### src/rtl/clk_rate_gen.sv
// Board-clock divider producing three 50%-duty rates with enable and phase realign.
// Define CLK_RATE_TICK_EN to add single-cycle rising-edge tick outputs.
module clk_rate_gen #(
  parameter int FAST_HALF   = 2500000,
  parameter int MEDIUM_HALF = 12500000,
  parameter int SLOW_HALF   = 25000000,
  parameter int CNT_W       = 25
) (
  input  logic clk,
  input  logic rstN,
  input  logic en,
  input  logic realign,
`ifdef CLK_RATE_TICK_EN
  output logic tickFast,
  output logic tickMedium,
  output logic tickSlow,
`endif
  output logic clkFast,
  output logic clkMedium,
  output logic clkSlow
);

  // A half-period of zero or one whose terminal count overflows CNT_W cannot be built.
  if (FAST_HALF < 1 || FAST_HALF > (1 << CNT_W)) begin : g_bad_fast
    $error("clk_rate_gen: FAST_HALF must be in 1..2**CNT_W");
  end
  if (MEDIUM_HALF < 1 || MEDIUM_HALF > (1 << CNT_W)) begin : g_bad_medium
    $error("clk_rate_gen: MEDIUM_HALF must be in 1..2**CNT_W");
  end
  if (SLOW_HALF < 1 || SLOW_HALF > (1 << CNT_W)) begin : g_bad_slow
    $error("clk_rate_gen: SLOW_HALF must be in 1..2**CNT_W");
  end

  localparam logic [CNT_W-1:0] FAST_TC   = CNT_W'(FAST_HALF - 1);
  localparam logic [CNT_W-1:0] MEDIUM_TC = CNT_W'(MEDIUM_HALF - 1);
  localparam logic [CNT_W-1:0] SLOW_TC   = CNT_W'(SLOW_HALF - 1);
  localparam logic [CNT_W-1:0] CNT_ONE   = CNT_W'(1);

  logic [CNT_W-1:0] cnt_fast_r;
  logic [CNT_W-1:0] cnt_medium_r;
  logic [CNT_W-1:0] cnt_slow_r;
  logic [2:0]       clk_r;
  logic [2:0]       tc_s;

  assign tc_s[0] = (cnt_fast_r   == FAST_TC);
  assign tc_s[1] = (cnt_medium_r == MEDIUM_TC);
  assign tc_s[2] = (cnt_slow_r   == SLOW_TC);

  // Terminal-count counters and toggle flops; realign outranks en.
  always_ff @(posedge clk or negedge rstN) begin
    if (!rstN) begin
      cnt_fast_r   <= '0;
      cnt_medium_r <= '0;
      cnt_slow_r   <= '0;
      clk_r        <= 3'b000;
    end else if (realign) begin
      cnt_fast_r   <= '0;
      cnt_medium_r <= '0;
      cnt_slow_r   <= '0;
      clk_r        <= 3'b000;
    end else if (en) begin
      cnt_fast_r   <= tc_s[0] ? '0 : cnt_fast_r   + CNT_ONE;
      cnt_medium_r <= tc_s[1] ? '0 : cnt_medium_r + CNT_ONE;
      cnt_slow_r   <= tc_s[2] ? '0 : cnt_slow_r   + CNT_ONE;
      clk_r        <= clk_r ^ tc_s;
    end else begin
      cnt_fast_r   <= cnt_fast_r;
      cnt_medium_r <= cnt_medium_r;
      cnt_slow_r   <= cnt_slow_r;
      clk_r        <= clk_r;
    end
  end

  assign clkFast   = clk_r[0];
  assign clkMedium = clk_r[1];
  assign clkSlow   = clk_r[2];

`ifdef CLK_RATE_TICK_EN
  logic [2:0] tick_r;

  // Tick fires on the same edge a divided clock toggles from low to high.
  always_ff @(posedge clk or negedge rstN) begin
    if (!rstN) begin
      tick_r <= 3'b000;
    end else if (realign) begin
      tick_r <= 3'b000;
    end else if (en) begin
      tick_r <= tc_s & ~clk_r;
    end else begin
      tick_r <= 3'b000;
    end
  end

  assign tickFast   = tick_r[0];
  assign tickMedium = tick_r[1];
  assign tickSlow   = tick_r[2];
`endif

endmodule

### config.mk
export PLATFORM = sky130hd
export DESIGN_NAME = clk_rate_gen
export DESIGN_NICKNAME = d
export VERILOG_FILES = /design/src/rtl/clk_rate_gen.sv
export SDC_FILE = /design/constraint.sdc
export NUM_CORES = 1
export LEC_CHECK = 0
export CELL_PAD_IN_SITES_DETAIL_PLACEMENT = 1
export CELL_PAD_IN_SITES_GLOBAL_PLACEMENT = 1
export CORE_MARGIN = 5
export CORE_UTILIZATION = 45
export CTS_BUF_LIST = sky130_fd_sc_hd__clkbuf_8
export DETAILED_ROUTE_END_ITERATION = 7
export GPL_TIMING_DRIVEN = 0
export PLACE_DENSITY_LB_ADDON = 0.05
export SLEW_MARGIN = 0
export SYNTH_ARGS = -nofsm -noshare
export SYNTH_HDL_FRONTEND = slang
export SYNTH_SLANG_ARGS = --single-unit
### constraint.sdc
create_clock -name clk -period 3.5 [get_ports clk]
set_input_delay 0.7 -clock clk [delete_from_list [all_inputs] [get_ports clk]]
set_output_delay 0.7 -clock clk [all_outputs]
set_load 0.03 [all_outputs]
==> flow_summary.json <==
{
  "path_delay_family": "simple AND/OR/NAND/NOR gates",
  "async_flop_share": 1.000,
  "synth_ff_type": "dfrtp_1",
  "leakagePower_nw": 1.903,
  "numPortBuffers": 5,
  "worst_setup_path_start_kind": "register",
  "ys_seq_area_frac": 0.4433,
  "grt_first_pass_wirelength_um": 21220,
  "clock.fmax_ghz": 0.3913,
  "viasPerCell": 5.988,
  "drtPass1Iterations": 4,
  "yosysUniqueCellTypes": 60,
  "max_cap_violations": 0,
  "syn_nets": 494,
  "grt_max_degree": 51,
  "area_delta_synth_final_pct": 10.77,
  "finalHoldViolCount": 0,
  "cts_resized": 0,
  "antenna_found_initial": 0,
  "drive_gt1_frac": 0.08448,
  "cts_tree": "yes",
  "cts_setup_buffers": 0,
  "yosys_warnings": 0,
  "fin_setup_tns_ns": 0,
  "end_kind": "register",
  "die-area_um2": 11860,
  "ctsHoldBuffers": 0,
  "min_period_ns": 2.556,
  "initial_utilization": 0.4568,
  "first_iter_violations": 182,
  "cts_num_sinks": 78,
  "max_slew.worst_pin.slew_ns": 0.9171,
  "postSynthCellCount": 487,
  "die_h_um": 108.9,
  "slew_headroom": 0.3864,
  "wl_per_cell_um": 19.19,
  "wirelength_um": 12320,
  "num_io_pins": 7,
  "clock_skew_ns": 0.01196,
  "drc_errors": 0,
  "htreeDepth": 3,
  "grt_pass1_vias": 3971,
  "grt.overflow.total": 0,
  "required_ns": 3.75,
  "hp-class": "in -> async",
  "place_congestion": 0.8336,
  "setup_viol": 0,
  "crit_top_cell": "nor2_1",
  "synth_edf_count": 0,
  "slew_viol_final": 0,
  "netlist_area_um2": 4403,
  "fin_crit_sh": 0.7302,
  "die_x_um": 108.9,
  "insertion_delay_ns": 0.36,
  "numCtsBuffers": 9,
  "critPathMaxFanout": 7,
  "rsz0062_at_grt": "false",
  "cp_num_buf_inv": 1,
  "core-area_um2": 9639,
  "crit_chain": "ha_1 > nand4_1 > or4_1 > buf_2 > nor2_1 > nor2_1 > a32o_1",
  "ant_nets": 0,
  "p_per_area_nw_per_um2": 368.9,
  "post-dp-hpwl_um": 8646,
  "nets": 511,
  "run_status": "complete, no violations",
  "synth_area_per_cell_um2": 9.041,
  "post-layout-total-power_w": 0.001799,
  "root_buffer": "clkbuf_8",
  "antenna_cells": 0,
  "crit_slowest_cell": "or4_1",
  "max_stage_delay_ns": 0.56,
  "fill_cells": 1185,
  "layout_commonest_cell": "dfrtp_1",
  "clockBufferDepth": 2,
  "ys_ff_latch": 78,
  "via_count": 3844,
  "row_count": 36,
  "path_class": "reg -> reg",
  "ir_worst_vdd_uv": 177.9,
  "grtUsageTotal": 0.2292,
  "cp_data_arrival_time_ns": 2.80,
  "final_util": 0.5060,
  "cts.clk_slew.worst_paths_ns": 0.08,
  "mostFrequentLayoutCells": "78 x dfrtp_1, 67 x nor2_1, 52 x nand2_1"
}
-- flip-flops by register name, summed over array words and instances (netlist names) --
register,flops
clk_r,3
cnt_medium_r,25
cnt_slow_r,25
cnt_fast_r,25
-- final cells by class --
cell class                      instances  area, um^2  area share
Multi-Input combinational cell        381        2332      0.4782
Sequential cell                        78        1952      0.4002
Tap cell                              133       166.4     0.03412
Clock buffer                           11       151.4     0.03104
Buffer                                 21       92.59     0.01898
Clock inverter                          5       81.33     0.01668
Timing Repair Buffer                    6       75.07     0.01539
Inverter                                7       26.28    0.005387
-- synthesized netlist by cell type (3+ instances only) --
cell,number,share of area
and4_1,5,0.0099
nand3_1,25,0.028
nor3_1,14,0.016
or4_1,6,0.010
nand4_1,29,0.041
a31o_1,3,0.0060
ha_1,3,0.0085
nor4b_1,5,0.0099
o21ai_0,14,0.016
dfrtp_1,78,0.44
and3_1,10,0.014
a32o_1,6,0.014
xor2_1,25,0.050
nor2_1,67,0.057
clkbuf_1,12,0.010
a31oi_1,8,0.011
buf_2,5,0.0057
or3_1,9,0.013
inv_1,7,0.0060
and2_1,4,0.0057
nand2_1,52,0.044
xnor2_1,16,0.032
buf_1,3,0.0026
nor4_1,15,0.021
a21oi_1,16,0.018
mux2i_1,3,0.0068
-- report_power, final --
group	leakage (nW)	internal, W	total [W]	switching (W)
clock network	0.116	0.000441	0.000793	0.000352
logic	0.701	0.0000214	0.0000935	0.0000721
registers	1.09	0.000906	0.000913	0.00000727
-- per-stage QoR --
step / cell area, um^2 / std cells / setup slack (ns) / hold WS [ns]
2_1_floorplan: 4403 / 487 / 1.363 / 0.4044
3_3_place_gp: 4619 / 625 / -1.141 / 0.4623
3_5_place_dp: 4644 / 626 / 0.6170 / 0.4804
4_1_cts: 4877 / 642 / 0.9604 / 0.2701
5_1_grt: 4877 / 642 / 0.7483 / 0.2861
6_report: 4877 / 642 / 0.9445 / 0.2706
-- worst reg2reg max path: cells and delay by family (launching register included) --
family | cells | cell delay [ns]
AND/OR/NAND/NOR | 4 | 1.29
AO/OA/AOI/OAI | 1 | 0.29
buffers and inverters | 1 | 0.18
adder cells (fa/ha/maj) | 1 | 0.23
flip-flops | 1 | 0.46
-- cell families (layout without fill, tap and decap cells) --
| group | Yosys count | count (layout) | synth area share |
|---|---|---|---|
| simple gates | 261 | 261 | 0.3151 |
| flops | 78 | 78 | 0.4433 |
| compound gates | 71 | 71 | 0.1125 |
| xor+xnor | 41 | 41 | 0.08156 |
| buf+inv | 28 | 50 | 0.02700 |
| mux | 5 | 5 | 0.01194 |
| fa+ha+maj | 3 | 3 | 0.008526 |
-- routing by layer --
layer,routed length [um],global-route usage,vias to the layer above
li1,-,-,1818
met1,6005,0.3287,1944
met2,5706,0.3518,63
met3,362,0.02783,19
met4,248,0.09197,0
met5,0,0,-
-- path summary, 6_finish.rpt --
check / start / endpoint / slack, ns / depth (start not counted)
min in group clk: cnt_slow_r[21]$_DFFE_PN0P_ / cnt_slow_r[21]$_DFFE_PN0P_ / 0.49 / 1
max in group asynchronous: rstN / cnt_fast_r[15]$_DFFE_PN0P_ / 2.64 / 2
min reg2reg: cnt_slow_r[21]$_DFFE_PN0P_ / cnt_slow_r[21]$_DFFE_PN0P_ / 0.49 / 1
min: rstN / cnt_medium_r[8]$_DFFE_PN0P_ / 0.27 / 1
max reg2reg: cnt_medium_r[0]$_DFFE_PN0P_ / cnt_medium_r[7]$_DFFE_PN0P_ / 0.94 / 7
max: cnt_medium_r[0]$_DFFE_PN0P_ / cnt_medium_r[7]$_DFFE_PN0P_ / 0.94 / 7
(Power assumes the default switching activity.)
